[src/rtl/tinyriscv_pkg.sv]
// Shared core definitions: register widths, divider opcodes and divider-arbiter types.
package tinyriscv_pkg;

    localparam int unsigned RegBus     = 32;
    localparam int unsigned RegAddrBus = 5;

    localparam logic [2:0] INST_DIV  = 3'b100;
    localparam logic [2:0] INST_DIVU = 3'b101;
    localparam logic [2:0] INST_REM  = 3'b110;
    localparam logic [2:0] INST_REMU = 3'b111;

    localparam int unsigned DivArbTimeoutDefault = 48;

    typedef enum logic [1:0] {
        DIV_ARB_IDLE  = 2'd0,
        DIV_ARB_RUN   = 2'd1,
        DIV_ARB_DRAIN = 2'd2
    } div_arb_state_e;

    // Operation captured from the winning requester and presented to the divider.
    typedef struct packed {
        logic [2:0]            op;
        logic [RegBus-1:0]     dividend;
        logic [RegBus-1:0]     divisor;
        logic [RegAddrBus-1:0] waddr;
    } div_req_t;

    // Width of an index into n requesters; at least one bit.
    function automatic int unsigned idx_width(input int unsigned n);
        return (n > 1) ? $clog2(n) : 1;
    endfunction

endpackage

[src/rtl/rr_arbiter.sv]
// Round-robin grant: the first active request at or after the pointer wins.
module rr_arbiter
    import tinyriscv_pkg::*;
#(
    parameter int unsigned NUM_REQ = 2
) (
    input  logic [NUM_REQ-1:0]             req_i,
    input  logic [idx_width(NUM_REQ)-1:0]  ptr_i,
    output logic [NUM_REQ-1:0]             gnt_c
);

    localparam int unsigned PtrW = idx_width(NUM_REQ);

    logic [PtrW-1:0] idx;
    logic            found;

    // Scan requesters starting at the pointer, wrapping, and grant the first hit.
    always_comb begin
        gnt_c = '0;
        idx   = '0;
        found = 1'b0;
        for (int unsigned i = 0; i < NUM_REQ; i++) begin
            idx = PtrW'((32'(ptr_i) + i) % NUM_REQ);
            if (!found && req_i[idx]) begin
                gnt_c[idx] = 1'b1;
                found      = 1'b1;
            end
        end
    end

endmodule

[src/rtl/div_arb.sv]
// Shares one iterative divider among NUM_REQ requesters with round-robin grant,
// kill, timeout and a one-cycle drain between operations.
module div_arb
    import tinyriscv_pkg::*;
#(
    parameter int unsigned NUM_REQ = 2,
    parameter int unsigned TIMEOUT = DivArbTimeoutDefault
) (
    input  logic                                 clk_i,
    input  logic                                 rst_i,
    input  logic [NUM_REQ-1:0]                   req_valid_i,
    output logic [NUM_REQ-1:0]                   req_ready_o,
    input  logic [NUM_REQ-1:0][2:0]              req_op_i,
    input  logic [NUM_REQ-1:0][RegBus-1:0]       req_dividend_i,
    input  logic [NUM_REQ-1:0][RegBus-1:0]       req_divisor_i,
    input  logic [NUM_REQ-1:0][RegAddrBus-1:0]   req_waddr_i,
    input  logic [NUM_REQ-1:0]                   req_kill_i,
    output logic [NUM_REQ-1:0]                   rsp_valid_o,
    output logic                                 rsp_err_o,
    output logic [RegBus-1:0]                    rsp_result_o,
    output logic [RegAddrBus-1:0]                rsp_waddr_o,
    output logic                                 div_start_o,
    output logic [2:0]                           div_op_o,
    output logic [RegBus-1:0]                    div_dividend_o,
    output logic [RegBus-1:0]                    div_divisor_o,
    output logic [RegAddrBus-1:0]                div_waddr_o,
    input  logic                                 div_ready_i,
    input  logic [RegBus-1:0]                    div_result_i,
    input  logic                                 div_busy_i
);

    localparam int unsigned PtrW = idx_width(NUM_REQ);
    localparam int unsigned CntW = $clog2(TIMEOUT + 1);
    localparam logic [CntW-1:0] CntLast = CntW'(TIMEOUT - 1);
    localparam logic [CntW-1:0] CntMax  = CntW'(TIMEOUT);

    div_arb_state_e          state_q, state_d;
    logic [PtrW-1:0]         ptr_q, ptr_d;
    logic [PtrW-1:0]         owner_q, owner_d;
    div_req_t                lat_q, lat_d;
    logic [CntW-1:0]         cnt_q, cnt_d;
    logic                    start_q, start_d;
    logic [NUM_REQ-1:0]      rsp_valid_q, rsp_valid_d;
    logic                    rsp_err_q, rsp_err_d;
    logic [RegBus-1:0]       rsp_result_q, rsp_result_d;
    logic [RegAddrBus-1:0]   rsp_waddr_q, rsp_waddr_d;

    logic [NUM_REQ-1:0]      gnt_c;
    logic [NUM_REQ-1:0]      ready_c;
    logic [PtrW-1:0]         grant_idx_c;
    logic                    unused_busy;

    // Busy is informational only; the ready handshake is authoritative.
    assign unused_busy = div_busy_i;

    rr_arbiter #(
        .NUM_REQ (NUM_REQ)
    ) u_rr_arbiter (
        .req_i (req_valid_i),
        .ptr_i (ptr_q),
        .gnt_c (gnt_c)
    );

    // Encode the one-hot grant into an owner index.
    always_comb begin
        grant_idx_c = '0;
        for (int unsigned i = 0; i < NUM_REQ; i++) begin
            if (gnt_c[i]) begin
                grant_idx_c = PtrW'(i);
            end
        end
    end

    // Next-state, capture and response logic.
    always_comb begin
        state_d      = state_q;
        ptr_d        = ptr_q;
        owner_d      = owner_q;
        lat_d        = lat_q;
        cnt_d        = cnt_q;
        rsp_valid_d  = '0;
        rsp_err_d    = 1'b0;
        rsp_result_d = rsp_result_q;
        rsp_waddr_d  = rsp_waddr_q;
        ready_c      = '0;

        unique case (state_q)
            DIV_ARB_IDLE: begin
                ready_c = gnt_c;
                if (|gnt_c) begin
                    owner_d        = grant_idx_c;
                    lat_d.op       = req_op_i[grant_idx_c];
                    lat_d.dividend = req_dividend_i[grant_idx_c];
                    lat_d.divisor  = req_divisor_i[grant_idx_c];
                    lat_d.waddr    = req_waddr_i[grant_idx_c];
                    ptr_d          = (32'(grant_idx_c) == NUM_REQ - 1) ? '0
                                                                       : grant_idx_c + PtrW'(1);
                    cnt_d          = '0;
                    state_d        = DIV_ARB_RUN;
                end
            end
            DIV_ARB_RUN: begin
                if (cnt_q != CntMax) begin
                    cnt_d = cnt_q + CntW'(1);
                end
                // Kill takes precedence over both completion and timeout.
                if (req_kill_i[owner_q]) begin
                    state_d = DIV_ARB_DRAIN;
                end else if (div_ready_i) begin
                    rsp_valid_d[owner_q] = 1'b1;
                    rsp_result_d         = div_result_i;
                    rsp_waddr_d          = lat_q.waddr;
                    state_d              = DIV_ARB_DRAIN;
                end else if (cnt_q >= CntLast) begin
                    rsp_valid_d[owner_q] = 1'b1;
                    rsp_err_d            = 1'b1;
                    rsp_result_d         = '0;
                    rsp_waddr_d          = lat_q.waddr;
                    state_d              = DIV_ARB_DRAIN;
                end
            end
            DIV_ARB_DRAIN: begin
                state_d = DIV_ARB_IDLE;
            end
            default: begin
                state_d = DIV_ARB_IDLE;
            end
        endcase

        start_d = (state_d == DIV_ARB_RUN);
    end

    // State and output registers with synchronous reset.
    always_ff @(posedge clk_i) begin
        if (rst_i) begin
            state_q      <= DIV_ARB_IDLE;
            ptr_q        <= '0;
            owner_q      <= '0;
            lat_q        <= '0;
            cnt_q        <= '0;
            start_q      <= 1'b0;
            rsp_valid_q  <= '0;
            rsp_err_q    <= 1'b0;
            rsp_result_q <= '0;
            rsp_waddr_q  <= '0;
        end else begin
            state_q      <= state_d;
            ptr_q        <= ptr_d;
            owner_q      <= owner_d;
            lat_q        <= lat_d;
            cnt_q        <= cnt_d;
            start_q      <= start_d;
            rsp_valid_q  <= rsp_valid_d;
            rsp_err_q    <= rsp_err_d;
            rsp_result_q <= rsp_result_d;
            rsp_waddr_q  <= rsp_waddr_d;
        end
    end

    // Ready is a same-cycle handshake, masked while reset is asserted.
    assign req_ready_o    = rst_i ? '0 : ready_c;
    assign rsp_valid_o    = rsp_valid_q;
    assign rsp_err_o      = rsp_err_q;
    assign rsp_result_o   = rsp_result_q;
    assign rsp_waddr_o    = rsp_waddr_q;
    assign div_start_o    = start_q;
    assign div_op_o       = lat_q.op;
    assign div_dividend_o = lat_q.dividend;
    assign div_divisor_o  = lat_q.divisor;
    assign div_waddr_o    = lat_q.waddr;

endmodule

[config.mk]
export PLATFORM = sky130hd
export DESIGN_NAME = div_arb
export DESIGN_NICKNAME = d
export VERILOG_FILES = /design/src/rtl/tinyriscv_pkg.sv /design/src/rtl/rr_arbiter.sv /design/src/rtl/div_arb.sv
export SDC_FILE = /design/constraint.sdc
export NUM_CORES = 1
export LEC_CHECK = 0
export ABC_AREA = 1
export BUFFER_PORTS_ARGS = -buffer_cell sky130_fd_sc_hd__clkbuf_2
export CAP_MARGIN = 20
export CELL_PAD_IN_SITES_DETAIL_PLACEMENT = 1
export CELL_PAD_IN_SITES_GLOBAL_PLACEMENT = 2
export CORE_MARGIN = 10
export CORE_UTILIZATION = 22
export DETAILED_ROUTE_END_ITERATION = 7
export GPL_ROUTABILITY_DRIVEN = 0
export PLACE_DENSITY_LB_ADDON = 0.1
export SYNTH_ARGS = -nofsm -noshare
export SYNTH_HDL_FRONTEND = slang
export SYNTH_SLANG_ARGS = --single-unit
[constraint.sdc]
create_clock -name clk_i -period 1.85 [get_ports clk_i]
set_clock_uncertainty 0.05 [all_clocks]
set_input_delay 0.185 -clock clk_i [delete_from_list [all_inputs] [get_ports clk_i]]
set_output_delay 0.185 -clock clk_i [all_outputs]
set_load 0.02 [all_outputs]
==> results of run 1 <==
-- routing by layer --
layer | global-route usage [%] | vias up | wire [µm]
li1 | - | 3340 | -
met1 | 18.3 | 2904 | 10900
met2 | 22.8 | 181 | 10900
met3 | 5.93 | 6 | 2110
met4 | 2.56 | 2 | 106
met5 | 0 | - | 8
-- final cells by class --
type / instances / area share (%)
multi-input cells: 584 / 30.5
flip-flops and latches: 123 / 28.4
repair buffers: 373 / 25.7
clock buffers: 18 / 5.07
well taps: 330 / 4.77
inverters: 89 / 3.90
clock inverters: 13 / 1.65
-- worst max-delay path: stages, from the launching register on --
cell      delay [ns]
dfxtp_1         0.32
inv_1           0.07
nand2_1         0.08
nand2_2         0.12
nor2_4          0.15
nand2_2         0.10
inv_4           0.09
clkbuf_2        0.17
-- placed cells by master (no fill, tap or decap) --
cell type	Yosys	layout
inv_4	0	1
nand3b_1	5	5
clkbuf_8	0	1
dfxtp_1	123	123
buf_4	3	25
nand2_1	281	280
nand4_1	5	5
a21oi_1	45	45
o21ai_0	5	5
nand2_4	2	2
xnor2_1	1	1
o211ai_1	27	27
buf_12	0	4
ha_1	2	2
nor2_8	2	2
clkbuf_2	0	297
a21oi_4	1	1
bufinv_16	0	2
o21ai_2	1	1
nor2_4	2	3
clkinvlp_4	0	5
o31ai_1	1	1
nor3_1	2	2
inv_6	0	3
clkinv_4	0	1
clkinv_2	0	3
nand3_2	1	1
dlygate4sd3_1	0	47
nand2_2	1	2
inv_1	85	84
clkbuf_16	0	17
inv_2	4	3
nand3_1	102	102
nor2_1	96	96
nor2_2	2	1
-- registers in the layout, summed over array words and instances, names as in the netlist --
| register | flops |
|---|---|
| ptr_q | 1 |
| rsp_err_o | 1 |
| div_start_o | 1 |
| div_op_o | 3 |
| div_dividend_o | 32 |
| owner_q | 1 |
| rsp_result_o | 32 |
| div_divisor_o | 32 |
| state_q | 2 |
| rsp_valid_o | 2 |
| rsp_waddr_o | 5 |
| div_waddr_o | 5 |
| cnt_q | 6 |
-- power by group --
| group | internal (µW) | leakage [µW] | switching [µW] | total (µW) |
|---|---|---|---|---|
| Sequential | 2910 | 0.00101 | 142 | 3050 |
| Combinational | 738 | 0.00334 | 1220 | 1950 |
| Clock | 2020 | 0.000271 | 1310 | 3330 |
| Total | 5670 | 0.00462 | 2670 | 8340 |
-- worst max-delay path by stage --
| stage | endpoint | slack, ns | from |
|---|---|---|---|
| 5_1_grt | req_ready_o[1] | -0.007 | ptr_q |
| 2_1_floorplan | rsp_result_o[14] | 0.44 | cnt_q[0] |
| 3_3_place_gp | rsp_result_o[6] | 0.27 | owner_q |
| 3_5_place_dp | rsp_result_o[0] | 0.27 | owner_q |
| 4_1_cts | req_ready_o[1] | 0.03 | ptr_q |
| 6_report | req_ready_o[1] | 0.11 | ptr_q |
-- per-stage QoR --
step | cell area, µm² | hold slack [ns] | worst slack [ns]
after global placement | 7580 | 0.328 | 0.269
after detailed placement | 7580 | 0.325 | 0.271
final | 8660 | 0.0165 | 0.111
after CTS | 8660 | 0.000673 | 0.0328
after floorplan | 5690 | 0.212 | 0.439
after global routing | 8660 | 0.0269 | -0.00681
-- cell families (layout without fill, tap and decap cells) --
group / after synthesis / after routing / synth area share (%)
xor gates and xnor gates: 1 / 1 / 0.154
buffers and inverters: 142 / 493 / 10.3
and+or+nand+nor: 501 / 501 / 37.2
AOI/OAI and AO/OA: 80 / 80 / 8.54
DFF: 123 / 123 / 43.3
adders and majority gates: 2 / 2 / 0.440
-- what timing repair did --
item	CTS	global route
pin swaps	2	1
endpoints found under the setup margin	2	2
setup buffers	3	0
endpoints found under the hold margin	26	0
gates cloned	0	0
hold buffers	47	0
resized for setup	1	1
==> results.md, run 1 <==
* Synth top area share at ~43%
* Core Region at roughly 0.025 mm²
* F_max at approximately 0.58 GHz
* P_leak at approximately 0.0046 µW
* Final hold violations at 0
* Overall power at approximately 8300 µW
* Routed Antenna Nets at 0
* Hold Path Stages at 5
* Via/cell ratio at approximately 4.2
* Net Count, Synth at ~1,000
* Setup Viol. Count Final at 0
* Worst path required time at between 1.5 and 2 ns
* Cell taking the most area after synthesis: dfxtp_1
* DP Cell Count at ~1,400
* Area delta synth->final at 52.4%
* Drt pass-1 iters at 4
* Synth top area cells: dfxtp_1 (43%), nand2_1 (19%), nand3_1 (9.0%), nor2_1 (6.3%), inv_1 (5.6%)
* R2R Setup Slk at 0.27 ns
* Num CTS Buffers at 17
* CTS Root Cell: clkbuf_16
* Final std cells w/o fill at 1,530
* DIE HEIGHT at about 180 µm
* Vias in the first global route at ~6,800
* Reg2reg path depth at 8
* Sequential fraction of the synthesis area at a little over two fifths
* Layout cells sized above 1 at 31.3%
* CP endpoint kind: output pin
* Post-synth EDFFs at 0
* Count leader, synth: nand2_1
* Initial antenna violation count at 1
* Worst skew pair latency at around 0.40 ns
* Port buffer count at around 300
* Slew margin rel. at 63.8%
* Worst Path Max Fanout at 4
* Critical path class: flop to output pin
* Critical path startpoint category: flop
* HP Class: input pin to flop
* Inserted Diodes at 0
* First-pass GRT wire length at 38.5 mm
* Most instantiated cells after synthesis: nand2_1 (281), dfxtp_1 (123), nand3_1 (102)
* Hold path start: req_dividend_i[25]
* Drt first-iter violations at between 300 and 400
* Mean Syn Cell Area at between 6 and 7 µm²
* H-tree depth reported by CTS at 4
* Reg2Reg Capture Point: div_waddr_o[0]
* Status: finished, final reports clean
* Crit share post-route at a little over nine tenths
* Post-DP HPWL at approximately 18 mm
* Die ar. at 0.0327 mm²
* Register area at around 0.0025 mm²
* Max-slew violations at 0
* Hold path endpoint: div_dividend_o[25]
* Peak VDD IR at ~530 µV
* Chip width at roughly 180 µm
* Final #Nets at 1,374
* WL final at roughly 24 mm
* Final Util at 34.2%
* Total grt overflow at 0
* Ys Warns at 0
* Setup TNS at 0 ns
* Arr. time, crit path at roughly 1.5 ns
* Clk slew on worst S/H paths at around 0.06 ns
* Largest buffer count on any clock path at 2
* R2R Path Start: state_q[1]
* # rows at 58
* Starting Density at between 20% and 30%
* Largest net degree at the start of global routing at 69
* Number of max-cap violations at 0
* Tightest Pin Transition at roughly 0.54 ns
* Post-Syn Area at around 0.0057 mm²
* Clock Sinks at approximately 120
* Wire per inst at roughly 16 µm
* Minimum clock period at ~1.7 ns
* Post-synth cell types at 28
* CTS tree: yes
* RSZ-0062 raised after global routing: yes
* Multi-input logic area at 0.00265 mm²
* I/O Pins at 299
* Predominant post-synthesis flop cell: dfxtp_1
* GRT Total Usage at roughly 14%
* Fillers at approximately 3,200
* Syn Inst Count at around 850
* Yosys reg bits at around 120
* Fraction of registers with async set/reset at 0%
* Residual DRC count at 0
* Power density over the cells at ~960 mW/mm²
* Detailed-route via count at about 6,400
No activity file was read; power rests on OpenSTA's default activity.
==> run 2: changes to the inputs <==
- BUFFER_PORTS_ARGS: -buffer_cell sky130_fd_sc_hd__clkbuf_2 -> unset
- CORE_UTILIZATION: 22 -> 31
- CTS_CLUSTER_DIAMETER: unset -> 40
- DONT_BUFFER_PORTS: unset -> 1
==> run 2 against run 1 <==
Sequential cell count unchanged. Power increased by 4.5%. Die area decreased by 26%. Final area decreased by 3.0%. Worst hold slack got worse by 0.010 ns. Critical path type unchanged. Largest cell class unchanged. Largest power group unchanged.
==> results.md, run 2 (synthesis results as in run 1) <==
* Post-DP HPWL at 15.9 mm
* Total grt overflow at 0
* Largest buffer count on any clock path at 2
* Detailed-route via count at 6,233
* Clk slew on worst S/H paths at roughly 0.050 ns
* Final hold violations at 0
* F_max at roughly 0.56 GHz
* M3 GR Usage at between 7 and 8%
* Slew margin rel. at around two thirds
* Most frequent cells in the layout: nand2_1 (279), dlygate4sd3_1 (170), dfxtp_1 (123)
* GR peak layer: met2
* Crit share post-route at 95.7%
* I/O Pins at approximately 300
* Setup Viol. Count Final at 0
* Minimum clock period at roughly 1.8 ns
* Drt first-iter violations at 193
* Number of max-cap violations at 0
* Crit-path cells: inv_1, nand2_1, nand2_4, nor2_4, nand2_2, inv_6
* Initial antenna violation count at 5
* CTS Root Cell: clkbuf_16
* Worst Path Max Fanout at 18
* WL final at around 24 mm
* Drt pass-1 iters at 4
* Critical Path Max Stage Delay at approximately 0.32 ns
* Routed Antenna Nets at 0
* Die ar. at 0.0242 mm²
* Clock Sinks at 123
* Arr. time, crit path at around 1.5 ns
* Starting Density at 31.5%
* H-tree depth reported by CTS at 4
* Worst skew pair latency at about 0.42 ns
* P_leak at 0.00392 µW
* Chip width at between 150 and 200 µm
* Met1 usage at roughly a fifth
* Via/cell ratio at slightly below 5
* CP endpoint kind: output pin
* Area delta synth->final at 47.8%
* Final #Nets at around 1,200
* Peak VDD IR at approximately 610 µV
* GRT Total Usage at between 10% and 20%
* Port buffer count at 0
* Max-slew violations at 0
* Power density over the cells at between 1000 and 1500 mW/mm²
* CTS tree: yes
* Largest net degree at the start of global routing at 49
* First-pass GRT wire length at between 30 and 40 mm
* Wire per inst at a little under 20 µm
* Layout cells sized above 1 at 7.51%
* Final std cells w/o fill at approximately 1,300
* Overall power at between 8000 and 9000 µW
* DIE HEIGHT at 155 µm
* Critical path class: flop to output pin
* Vias in the first global route at about 7,000
* Residual DRC count at 0
* # rows at 49
* Setup TNS at 0 ns
* Commonest non-fill, non-tap cell in the layout: nand2_1
* HP Class: input pin to flop
* DP Cell Count at about 1,000
* Status: finished, final reports clean
* Critical path startpoint category: flop
* Final Util at 46.6%
* Core Region at 0.0180 mm²
* Worst path required time at about 1.6 ns
* Num CTS Buffers at 17
* Slowest CP cell: dfxtp_1
* Tightest Pin Transition at around 0.52 ns
* Hold WS at approximately 0.0065 ns
* Met2 Resource Use GR at roughly 34%
## run 2: cell types whose count changed in the layout (fill, tap and decap cells not counted), moves of 2 or more
| cell | change |
|---|---|
| clkbuf_2 | -297 |
| dlygate4sd3_1 | +123 |
| diode_2 | +5 |
| inv_6 | -2 |
| buf_4 | -5 |
| nor2_4 | +2 |
| clkinvlp_4 | -5 |
| bufinv_16 | +4 |
## run 2: timing repair
item	in CTS	in global routing
setup buffers	0	5
endpoints found under the hold margin	114	0
hold buffers	172	0
gates resized for setup	6	2
setup endpoints to repair	2	5
gates cloned	1	2
pin swaps	1	3
## run 2: path summary, 6_finish.rpt
| check | from | to | slack, ns | cells after the start |
|---|---|---|---|---|
| worst max-delay path | ptr_q | req_ready_o[1] | 0.08 | 6 |
| worst min-delay path | req_waddr_i[6] | div_waddr_o[1] | 0.006 | 4 |
| worst max register to register | cnt_q[1] | rsp_result_o[20] | 0.22 | 7 |
| worst min register to register | ptr_q | ptr_q | 0.43 | 2 |
## run 2: layout make-up
type / instances / area [µm²]
sequential: 123 / 2460
clock buffer: 20 / 457
clock inverter: 12 / 218
fill: 2200 / 9620
antenna: 5 / 12.5
tap: 229 / 287
timing repair buffer: 195 / 1960
multi-input combinational: 586 / 2680
inverter: 89 / 339
## run 2: through the flow
step | setup slack [ns] | cell area, µm²
finish | 0.0794 | 8410
global route | -0.0162 | 8410
CTS | -0.0125 | 8310
detailed placement | 0.170 | 5870
global placement | 0.276 | 5870
floorplan | 0.439 | 5690
## run 2: metal layers
metal,vias up,wire length (µm)
met5,-,0
li1,3008,-
met4,0,637
met3,41,2230
met1,2963,9180
met2,221,12400
## run 2: power by group
part	switching (µW)	leakage (µW)	internal [µW]
Combinational	809	0.00258	629
Clock	1240	0.000334	2590
Sequential	534	0.00101	2910
## run 2: critical path: cells and delay by family, from the launching register on
kind | cells | cell delay (ns)
buf+inv | 2 | 0.28
flops | 1 | 0.32
simple gates | 4 | 0.51
==> run 3: changes to the inputs <==
- GPL_TIMING_DRIVEN: unset -> 0
==> run 3 against run 2 <==
Register-to-register slack worse by 0.13 ns. Clock power decreased by 3%. Count of clock-buffer cells in the layout up 1. Sequential power about the same. Via count up 0.82%. Core utilization shrank 0.21 points. Sequential share of layout area grew 0.16 points. Sequential cell count unchanged. First-iteration DRC count increased by 16%. Largest power group unchanged. Highest routed layer unchanged.
==> results.md, run 3 (synthesis results as in run 1) <==
* Status: finished, final reports clean
* CP endpoint kind: flop
* DIE HEIGHT at 155 µm
* Setup Viol. Count Final at 0
* Drt pass-1 iters at 4
* Worst skew pair latency at between 0.4 and 0.5 ns
* Int Power at roughly 6000 µW
* Logic pwr share at 16.8%
* P_sw at between 2000 and 3000 µW
* Total grt overflow at 0
* Design area at ~0.0084 mm²
* Wire per inst at 19.4 µm
* Number of max-cap violations at 0
* Arr. time, crit path at between 2 and 2.5 ns
* F_max at roughly 0.57 GHz
* Crit-path cells: inv_1, nand2_2, nor2_4, nand2_4, nor2_8, nand2_1, dlygate4sd3_1, nand3_1
* Largest buffer count on any clock path at 2
* Residual DRC count at 0
* # rows at 49
* Clock Sinks at 123
* Clk slew on worst S/H paths at about 0.06 ns
* RSZ-0062 raised after global routing: no
* First-pass GRT wire length at about 40 mm
* WL final at roughly 25 mm
* Layout cells sized above 1 at ~8.8%
* Slew margin rel. at about three fifths
* DR top layer: met4
* Num CTS Buffers at 17
* Minimum clock period at between 1.5 and 2 ns
* Area delta synth->final at 47.2%
* P_leak at around 0.0039 µW
* GRT Total Usage at between 20% and 30%
* Peak VDD IR at between 600 and 700 µV
* Met2 WL post-DR at about 12 mm
* Vias in the first global route at between 7,000 and 8,000
* Initial antenna violation count at 2
* Final Util at a little under half
* H-tree depth reported by CTS at 4
* Drt first-iter violations at approximately 220
* Port buffer count at 0
* Critical path startpoint category: flop
* Die ar. at about 0.024 mm²
* Commonest non-fill, non-tap cell in the layout: nand2_1
* Final #Nets at 1,225
* CTS tree: yes
* Critical Path Max Stage Delay at ~0.57 ns
* Clock power share at between 40% and 50%
* Core Region at 0.0180 mm²
* Via/cell ratio at between 4 and 5
* Power density over the cells at 1030 mW/mm²
* Final worst slack at around 0.09 ns
* Most frequent cells in the layout: nand2_1 (279), dlygate4sd3_1 (164), dfxtp_1 (121)
* Metal3 WL at approximately 2.5 mm
* Critical path class: flop to flop
* Post-DP HPWL at 17.9 mm
* Worst path required time at between 2 and 2.5 ns
* Setup TNS at 0 ns
* CTS Root Cell: clkbuf_16
* M1 wire length at 9.40 mm
* HP Class: input pin to flop
* Sw Share at approximately 30%
* Slowest CP cell: dlygate4sd3_1
* Largest net degree at the start of global routing at 17
* Worst Path Max Fanout at 8
* Max-slew violations at 0
* Dpl ws at about 0.1 ns
* Power share of the sequential group at about two fifths
* Crit share post-route at 95.3%
* Detailed-route via count at approximately 6,300
* Placed Area at ~0.006 mm²
* Tightest Pin Transition at ~0.62 ns
* I/O Pins at 299
* Starting Density at 31.5%
* CP delay by family, top: simple AND/OR/NAND/NOR gates
* Routed Antenna Nets at 0
* WP buf/inv at 2
* Chip width at roughly 160 µm
* Final hold violations at 0
[run 3: cell count changes in the layout (fill, tap and decap cells not counted), sizes merged]
cell	before	now
buf	24	45
bufinv	6	5
clkbuf	21	36
clkinv	6	4
clkinvlp	0	2
diode	5	3
dlygate4sd3	170	164
nor2	104	102
[run 3: worst min-delay path: stages]
cell and delay, ns:
nand2_1 0.05, nand2_1 0.07, nand2_1 0.06, a21oi_1 0.05
[run 3: stage by stage]
step                      hold slack (ns)  cells  total power, µW
after CTS                         0.00112   1275             8660
final                             0.00917   1284             8600
after floorplan                     0.212    849             4220
after global routing              0.00960   1283             9040
after global placement              0.218   1078             4560
after detailed placement            0.214   1078             4620
[run 3: power by group through the flow]
| stage | Combinational, µW | Clock, µW | Sequential, µW |
|---|---|---|---|
| after floorplan | 830 | 0 | 3390 |
| after detailed placement | 1110 | 0 | 3510 |
| after CTS | 1420 | 3790 | 3460 |
| after global routing | 1640 | 3910 | 3480 |
| after global placement | 1050 | 0 | 3510 |
| final | 1440 | 3710 | 3450 |
[run 3: repair_timing]
action / 4_1_cts / 5_1_grt
hold endpoints to repair: 101 / 1
gates resized for setup: 4 / 9
buffers inserted: 2 / 5
endpoints found under the setup margin: 2 / 30
pin swaps: 2 / 3
hold buffers: 163 / 1
[run 3: worst paths after layout]
path                           from           endpoint  slack (ns)  cells past startpoint
setup reg to reg         state_q[0]  div_divisor_o[16]        0.09                      8
setup / recovery         state_q[0]  div_divisor_o[16]        0.09                      8
hold reg to reg             owner_q     rsp_valid_o[0]        0.43                      1
hold / removal    req_divisor_i[26]  div_divisor_o[26]       0.009                      4
[run 3: layout make-up]
| cell class | instances | area [µm²] |
|---|---|---|
| fillers | 2210 | 9660 |
| well taps | 229 | 287 |
| repair buffers | 171 | 1690 |
| diodes | 3 | 7.51 |
| plain buffers | 53 | 263 |
| clock inverters | 11 | 189 |
| inverters | 89 | 339 |
| flip-flops and latches | 123 | 2460 |
| clock buffers | 21 | 470 |
| multi-input cells | 584 | 2660 |
[run 3: layer usage]
layer / global-route usage (%) / vias up
met3: 9.32 / 41
li1: - / 3053
met1: 21.4 / 2984
met2: 35.5 / 206
met4: 6.55 / 0
met5: 0 / -
